$ cat src/rtl/alu_pkg.sv
// Shared definitions for the registered ALU: op codes, FSM state encoding
// and the bit positions of the packed flag vector.
package alu_pkg;

   localparam logic [2:0] OP_ADD = 3'd0;
   localparam logic [2:0] OP_SUB = 3'd1;
   localparam logic [2:0] OP_AND = 3'd2;
   localparam logic [2:0] OP_OR  = 3'd3;
   localparam logic [2:0] OP_XOR = 3'd4;
   localparam logic [2:0] OP_SHL = 3'd5;
   localparam logic [2:0] OP_SHR = 3'd6;
   localparam logic [2:0] OP_MUL = 3'd7;

   typedef enum logic {
      ST_IDLE = 1'b0,
      ST_MUL  = 1'b1
   } state_t;

   localparam int FLAG_C    = 0;
   localparam int FLAG_Z    = 1;
   localparam int FLAG_N    = 2;
   localparam int FLAG_V    = 3;
   localparam int NUM_FLAGS = 4;

endpackage

$ cat src/rtl/alu_mul_seq.sv
// Iterative shift-add unsigned multiplier, one partial product per step.
// product is combinational and already includes the step being taken this cycle.
module alu_mul_seq #(
   parameter int WIDTH = 8
) (
   input  logic               clk,
   input  logic               reset,
   input  logic               load,
   input  logic               step,
   input  logic [WIDTH-1:0]   data_1,
   input  logic [WIDTH-1:0]   data_2,
   output logic               finish,
   output logic [2*WIDTH-1:0] product
);

   localparam int CW = (WIDTH > 2) ? $clog2(WIDTH) : 1;
   localparam logic [CW-1:0] LAST_STEP = CW'(WIDTH - 1);

   logic [2*WIDTH-1:0] mcand;
   logic [2*WIDTH-1:0] acc;
   logic [2*WIDTH-1:0] addend;
   logic [WIDTH-1:0]   mplier;
   logic [CW-1:0]      count;

   assign addend  = mplier[0] ? mcand : '0;
   assign product = acc + addend;
   assign finish  = step && (count == LAST_STEP);

   always_ff @(posedge clk) begin
      if (reset) begin
         mcand  <= '0;
         acc    <= '0;
         mplier <= '0;
         count  <= '0;
      end else if (load) begin
         mcand  <= {{WIDTH{1'b0}}, data_1};
         mplier <= data_2;
         acc    <= '0;
         count  <= '0;
      end else if (step) begin
         acc    <= product;
         mcand  <= {mcand[2*WIDTH-2:0], 1'b0};
         mplier <= {1'b0, mplier[WIDTH-1:1]};
         count  <= count + 1'b1;
      end
   end

endmodule

$ cat src/rtl/alu_seq.sv
// Registered ALU with add/sub/logic/shift in one cycle and an optional
// iterative multiply, fronted by a start/busy/done handshake.
module alu_seq
   import alu_pkg::*;
#(
   parameter int WIDTH      = 8,
   parameter bit ENABLE_MUL = 1'b1
) (
   input  logic             clk,
   input  logic             reset,
   input  logic             start,
   input  logic [2:0]       op,
   input  logic [WIDTH-1:0] data_1,
   input  logic [WIDTH-1:0] data_2,
   output logic             busy,
   output logic             done,
   output logic [WIDTH-1:0] data_out,
   output logic             carry,
   output logic             zero,
   output logic             negative,
   output logic             overflow
);

   // state    | meaning
   // ST_IDLE  | waiting for start; single-cycle ops complete from here
   // ST_MUL   | shift-add multiply in progress, start ignored

   localparam int MSB = WIDTH - 1;

   state_t state, state_next;

   logic                 accept;
   logic                 mul_go;
   logic                 single_go;
   logic                 mul_load;
   logic                 mul_step;
   logic                 mul_finish;
   logic [2*WIDTH-1:0]   mul_product;
   logic [WIDTH:0]       sum;
   logic [WIDTH:0]       diff;
   logic [WIDTH-1:0]     alu_res;
   logic                 alu_c;
   logic                 alu_v;
   logic [NUM_FLAGS-1:0] alu_flags;
   logic [NUM_FLAGS-1:0] mul_flags;
   logic [NUM_FLAGS-1:0] flags;

   function automatic logic [NUM_FLAGS-1:0] pack_flags(
      input logic [WIDTH-1:0] res,
      input logic             c,
      input logic             v
   );
      logic [NUM_FLAGS-1:0] f;
      f         = '0;
      f[FLAG_C] = c;
      f[FLAG_Z] = (res == '0);
      f[FLAG_N] = res[MSB];
      f[FLAG_V] = v;
      return f;
   endfunction

   assign accept    = (state == ST_IDLE) && start;
   assign mul_go    = accept && (op == OP_MUL) && ENABLE_MUL;
   assign single_go = accept && !mul_go;

   always_ff @(posedge clk) begin
      if (reset)
         state <= ST_IDLE;
      else
         state <= state_next;
   end

   always_comb begin
      state_next = state;
      case (state)
         ST_IDLE: if (mul_go)     state_next = ST_MUL;
         ST_MUL:  if (mul_finish) state_next = ST_IDLE;
         default:                 state_next = ST_IDLE;
      endcase
   end

   always_comb begin
      busy     = (state == ST_MUL);
      mul_load = mul_go;
      mul_step = (state == ST_MUL);
   end

   // With ENABLE_MUL=0 load never fires, so the multiplier is constant-folded away.
   alu_mul_seq #(
      .WIDTH (WIDTH)
   ) u_mul (
      .clk     (clk),
      .reset   (reset),
      .load    (mul_load),
      .step    (mul_step),
      .data_1  (data_1),
      .data_2  (data_2),
      .finish  (mul_finish),
      .product (mul_product)
   );

   assign sum  = {1'b0, data_1} + {1'b0, data_2};
   assign diff = {1'b0, data_1} - {1'b0, data_2};

   always_comb begin
      alu_res = '0;
      alu_c   = 1'b0;
      alu_v   = 1'b0;
      case (op)
         OP_ADD: begin
            alu_res = sum[WIDTH-1:0];
            alu_c   = sum[WIDTH];
            alu_v   = (data_1[MSB] == data_2[MSB]) && (sum[MSB] != data_1[MSB]);
         end
         OP_SUB: begin
            alu_res = diff[WIDTH-1:0];
            alu_c   = diff[WIDTH];
            alu_v   = (data_1[MSB] != data_2[MSB]) && (diff[MSB] != data_1[MSB]);
         end
         OP_AND: alu_res = data_1 & data_2;
         OP_OR:  alu_res = data_1 | data_2;
         OP_XOR: alu_res = data_1 ^ data_2;
         OP_SHL: begin
            alu_res = {data_1[WIDTH-2:0], 1'b0};
            alu_c   = data_1[MSB];
         end
         OP_SHR: begin
            alu_res = {1'b0, data_1[WIDTH-1:1]};
            alu_c   = data_1[0];
         end
         default: begin
            // MUL reaching the single-cycle path means the multiplier is disabled.
            alu_res = '0;
         end
      endcase
   end

   assign alu_flags = pack_flags(alu_res, alu_c, alu_v);
   assign mul_flags = pack_flags(mul_product[WIDTH-1:0],
                                 |mul_product[2*WIDTH-1:WIDTH],
                                 |mul_product[2*WIDTH-1:WIDTH]);

   always_ff @(posedge clk) begin
      if (reset) begin
         data_out <= '0;
         flags    <= '0;
         done     <= 1'b0;
      end else begin
         done <= single_go || mul_finish;
         if (single_go) begin
            data_out <= alu_res;
            flags    <= alu_flags;
         end else if (mul_finish) begin
            data_out <= mul_product[WIDTH-1:0];
            flags    <= mul_flags;
         end
      end
   end

   assign carry    = flags[FLAG_C];
   assign zero     = flags[FLAG_Z];
   assign negative = flags[FLAG_N];
   assign overflow = flags[FLAG_V];

endmodule

$ cat config.mk
export PLATFORM = sky130hd
export DESIGN_NAME = alu_seq
export DESIGN_NICKNAME = d
export VERILOG_FILES = /design/src/rtl/alu_pkg.sv /design/src/rtl/alu_mul_seq.sv /design/src/rtl/alu_seq.sv
export SDC_FILE = /design/constraint.sdc
export NUM_CORES = 1
export LEC_CHECK = 0
export CORE_MARGIN = 8
export CORE_UTILIZATION = 40
export CTS_BUF_LIST = sky130_fd_sc_hd__clkbuf_2
export CTS_CLUSTER_DIAMETER = 200
export CTS_CLUSTER_SIZE = 30
export DETAILED_ROUTE_END_ITERATION = 7
export PLACE_DENSITY_LB_ADDON = 0.2
export SETUP_SLACK_MARGIN = 0.2
export SLEW_MARGIN = 20
export SYNTH_ARGS = -nofsm -noshare
export SYNTH_HDL_FRONTEND = slang
export SYNTH_SLANG_ARGS = --single-unit
$ cat constraint.sdc
create_clock -name clk -period 5.1 [get_ports clk]
set_input_delay 1.02 -clock clk [delete_from_list [all_inputs] [get_ports clk]]
set_output_delay 1.02 -clock clk [all_outputs]
set_load 0.05 [all_outputs]
After elaboration in Yosys (flattened, before gate mapping)
Index checks and enable logic that the tools add are counted.
{"block": "totals", "regBits": 57, "input_bits": 22, "word_cells": 59}
{"block": "classes", "eq_ne": 12, "n_addsub": 4, "n_bitwise": 4, "reduce_logical": 15, "mux": 15}
{"cell": "$pmux 8 s7", "count": 1}
{"cell": "$mux 8", "count": 6}
{"cell": "$add 16x16->16", "count": 1}
{"cell": "$logic_not 8->1", "count": 2}
{"cell": "$mux 16", "count": 1}
{"cell": "$eq 3x3->1 const B", "count": 5}
{"cell": "$add 8x8->9", "count": 1}
{"cell": "$sub 8x8->9", "count": 1}
{"cell": "$and 8x8->8", "count": 1}
{"cell": "$mux 4", "count": 2}
{"cell": "$or 8x8->8", "count": 1}
{"cell": "$reduce_or 8->1", "count": 1}
{"cell": "$xor 8x8->8", "count": 1}
{"cell": "$eq 3x2->1 const B", "count": 2}
{"cell": "$logic_and 1x1->1", "count": 6}
{"cell": "$pmux 1 s2", "count": 2}
{"cell": "$pmux 1 s4", "count": 1}
{"cell": "$reduce_bool 2->1", "count": 2}
{"cell": "$add 3x1->3 const B", "count": 1}
{"cell": "$eq 3x1->1 const B", "count": 1}
{"cell": "$logic_not 3->1", "count": 1}
{"cell": "$ne 1x1->1", "count": 3}
{"cell": "$mux 1", "count": 2}
{"cell": "$reduce_or 2->1", "count": 1}
{"cell": "4 further kinds", "count": 4}

Longest topological paths before layout
{"block": "logic_depth", "ltp_word": 6, "mapped_depth": 12}

Modules after synthesis
Synthesis repeated with hierarchy kept, for this count alone.
{"block": "unflattened", "cells_unflattened": 565, "hier_area_um2": 4556.9}
{"module": "alu_mul_seq", "area_each_um2": 2641.3, "n_inst": 1, "cells_per_inst": 312, "seq_area_each_um2": 860.8}
{"module": "alu_seq", "area_each_um2": 1915.6, "n_inst": 1, "cells_per_inst": 253, "seq_area_each_um2": 260.2}

Least setup slack after synthesis
Ideal clock, no wire load.
{"block": "synth_path", "kind": "in2reg", "startpoint": "input port data_1[0]", "endpoint": "register flags[1]", "setup_slack_ns": 1.900, "setup_time_ns": 0.116, "arrival_time_ns": 3.084, "cell_stages": 10, "path_cell_list": "inv_1 > ha_1 > fa_1 > or2_2 > a221oi_1 > nor2_1 > o21ba_2 > o31ai_1 > nor4_1 > a31o_2"}
{"block": "synth_via", "elab_chain_cells": 4, "elab_cells_between_ends": 8, "classes_between": "add/sub: 2; mux: 2; bitwise: 3; reduce/logical: 1"}
{"item": "from (decl)", "line": "alu_seq.sv:13", "text": "input logic [WIDTH-1:0] data_1,"}
{"item": "$sub 8x8->9 (tied with other cells)", "line": "alu_seq.sv:103", "text": "assign diff = {1'b0, data_1} - {1'b0, data_2};"}
{"item": "$pmux 8 s7 *", "line": "alu_seq.sv:109", "text": "case (op)"}
{"item": "$logic_not 8->1 *", "line": "alu_seq.sv:56", "text": "f[FLAG_Z] = (res == '0);"}
{"item": "$mux 4 *", "line": "alu_seq.sv:150", "text": "if (single_go) begin"}
{"item": "to (signal assigned)", "line": "alu_seq.sv:152", "text": "flags <= alu_flags;"}
{"item": "to (signal assigned)", "line": "alu_seq.sv:155", "text": "flags <= mul_flags;"}
{"item": "to (decl)", "line": "alu_seq.sv:46", "text": "logic [NUM_FLAGS-1:0] flags;"}
Every way passes the cells marked *; elsewhere a longest branch is shown, timed or not.
A chain may end at the register's enable or synchronous reset.

Worst setup path in the final report
Ends and elaborated chain as after synthesis.

==> impl_metrics.env <==
export IMPL_status="finished, final reports clean"
export IMPL_fin_crit_ns=3.71
export IMPL_irDropWorstVdd_mv=0.106
export IMPL_finalMaxSlewViolations=0
export IMPL_path_clk_slew_ns=0.29
export IMPL_hpwlAfterDp_mm=8.88
export IMPL_fin_worst_skew_ns=0.0166
export IMPL_drc=0
export IMPL_syn_to_final_growth_pct=10.8
export IMPL_synth_distinct_cells=53
export IMPL_worst_pin_slew_ns=0.924
export IMPL_rsz0062_at_grt="false"
export IMPL_syn_nets=645
export IMPL_switchingPower_mw=0.311
export IMPL_period_share=0.727
export IMPL_ant_nets=0
export IMPL_vias_per_cell=5.56
export IMPL_drtPass1Iterations=5
export IMPL_path_class="input pin to flop"
export IMPL_avgSynthCellArea_um2=7.63
export IMPL_num_antenna_cells=0
export IMPL_yosysWarnings=0
export IMPL_cts_buffers=5
export IMPL_arrival_ns=4.10
export IMPL_synth_main_ff_cell="dfxtp_1"
export IMPL_grt_pass1_wl_mm=19.1
export IMPL_start_util=0.410
export IMPL_dr_total_vias=4079
export IMPL_combPwrFrac=0.287
export IMPL_core_mm2=0.0108
export IMPL_async_flop_share=0
export IMPL_p_clk_frac=0.202
export IMPL_cp_startpoint="data_1[0]"
export IMPL_grt_max_degree=41
export IMPL_dp_cells=726
export IMPL_r2r_start="u_mul.mplier[0]$_SDFFE_PP0P_"
export IMPL_clk_insertion_delay_late_ns=0.44
export IMPL_synthCells=579
export IMPL_worstPathCellList="clkdlybuf4s50_1 -> inv_1 -> ha_1 -> fa_1 -> or2_2 -> a221oi_1 -> nor2_1 -> o21ba_2 -> o31ai_1 -> nor4_1 -> a31o_2"
export IMPL_clock_sinks=56
export IMPL_setup_tns_ns=0
export IMPL_die_height_um=121
export IMPL_grt_antenna_before_repair=0
export IMPL_total_leakage_power_nw=2.01
export IMPL_cts_resized=0
export IMPL_gr_total_overflow=0
export IMPL_final_net_count=659
export IMPL_synth_seq_area_share=0.254
export IMPL_cts_tree="yes"
export IMPL_grt_pass1_vias=3855
export IMPL_cp_slowest_stage_delay_ns=0.58
export IMPL_finalSetupViolations=0
export IMPL_worstPathRequired_ns=5.49
export IMPL_fp_dieArea_mm2=0.0147
export IMPL_finalHoldViolCount=0
export IMPL_htreeDepth=2
export IMPL_clk_path_buf_depth=2
export IMPL_grt_usage=0.157
export IMPL_synth_edf_count=0
export IMPL_fillers=1086
export IMPL_slew_headroom=0.382
export IMPL_synth_seq_cells=56
export IMPL_postCtsSetupBuffers=0
export IMPL_min_from="u_mul.mplier[2]$_SDFFE_PP0P_"
export IMPL_io_buffers=35
export IMPL_maxCapViolCount=0
export IMPL_wl_per_cell_um=15.7
export IMPL_drive_above_1_share=0.0404
export IMPL_start_kind="input pin"
export IMPL_max_freq_mhz=270
export IMPL_power_internal_mw=0.585
export IMPL_fin_cells=734
export IMPL_seqPwrFrac=0.511
export IMPL_placementRows=38
export IMPL_hold_path_class="flop to flop"
export IMPL_drt_iter0_drc=325
export IMPL_worstPathMaxFanout=5
export IMPL_finalWeightedCongestion=0.931
export IMPL_switching_share=0.347
export IMPL_synth_area_mm2=0.00442
export IMPL_cpMaxStageDelayCell="clkdlybuf4s50_1"
export IMPL_pin_count=36
export IMPL_cts_root_buf="clkbuf_2"
export IMPL_wirelength_mm=11.5
export IMPL_ctsHoldBuffers=0
export IMPL_cp_end_kind="flop"
export IMPL_p_per_area_mw_per_mm2=183
export IMPL_fp_dieW_um=121
-- per-layer routing --
layer | track usage | wire length [um] | share of wire
met5 | 0 | 0 | 0
met4 | 0.0351 | 150 | 0.013
met3 | 0.0233 | 581 | 0.050
met2 | 0.244 | 5050 | 0.44
met1 | 0.223 | 5750 | 0.50
-- synthesized netlist by cell type (14+ instances only) --
library cell  number  area (um2)
nand2_1           60         225
mux2i_1           26         260
clkbuf_1          26        97.6
a21oi_1           53         265
xor2_1            14         123
dfxtp_1           56        1120
ha_1              41         513
a22oi_1           17         128
inv_1             25        93.8
and2_1            17         106
nor3_1            21         105
nor2_1            69         259
o21ai_0           26         130
-- cells in the final DEF, fill, tap and decap left out, types with 10 or more instances in the layout --
cell type / count
mux2i_1: 26
xor2_1: 14
ha_1: 41
a22oi_1: 17
nor3_1: 21
a21oi_1: 53
inv_1: 25
clkdlybuf4s50_1: 35
nor2_1: 69
and2_1: 17
o21ai_0: 26
nor2b_1: 13
dfxtp_1: 55
nand2_1: 60
a211oi_1: 10
-- through the flow --
step           setup slack [ns]  utilization  hold WS, ns  total power, mW  cell area, um2
3_3_place_gp               1.02        0.450        0.444            0.718            4850
4_1_cts                    1.48        0.454        0.482            0.905            4900
3_5_place_dp              0.951        0.450        0.451            0.721            4850
2_1_floorplan              1.90            -        0.437            0.640            4420
6_report                   1.39        0.454        0.482            0.896            4900
5_1_grt                    1.35        0.454        0.506            0.948            4900
-- cell families after synthesis --
group,count (synthesis),share of synthesized area
AO/OA/AOI/OAI,161,0.240
XOR/XNOR,20,0.0396
adder cells (fa/ha/maj),44,0.130
AND/OR/NAND/NOR,213,0.225
buffers and inverters,58,0.0501
multiplexers,27,0.0614
flip-flops,56,0.254
-- critical path: cells and delay by family --
kind	cells	cell delay (ns)
compound gates	4	1.22
buf+inv	2	0.69
fa+ha+maj	2	0.67
simple gates	3	0.49
-- state kept, by name, indices dropped and copies added, names as in the netlist --
| register | cells |
|---|---|
| u_mul.count | 3 |
| done | 1 |
| u_mul.mcand | 16 |
| flags | 4 |
| data_out | 7 |
| u_mul.acc | 16 |
| busy | 1 |
| u_mul.mplier | 8 |
-- power by group through the flow --
stage / Sequential, mW / Clock [mW] / Combinational [mW]
after floorplan: 0.490 / 0 / 0.150
after global placement: 0.465 / 0 / 0.253
after detailed placement: 0.466 / 0 / 0.255
after CTS: 0.458 / 0.191 / 0.256
after global routing: 0.460 / 0.207 / 0.281
final: 0.458 / 0.181 / 0.257
-- path summary, 6_finish.rpt --
path / cells past startpoint / endpoint / slack (ns)
setup / recovery: 11 / flags[1]$_SDFFE_PP0P_ / 1.39
hold / removal: 2 / u_mul.mplier[2]$_SDFFE_PP0P_ / 0.48
setup reg to reg: 11 / flags[3]$_SDFFE_PP0P_ / 1.71
hold reg to reg: 2 / u_mul.mplier[2]$_SDFFE_PP0P_ / 0.48
-- area by class of cell --
class                      instances  area, um2  share of cell area
sequential                        56       1120               0.229
inverter                          26       97.6              0.0199
timing repair buffer              39        380              0.0776
tap                              140        175              0.0358
multi-input combinational        465       3080               0.628
clock buffer                       6       30.0             0.00613
clock inverter                     2       16.3             0.00332
Note: power is estimated with default switching activity, not from simulation.
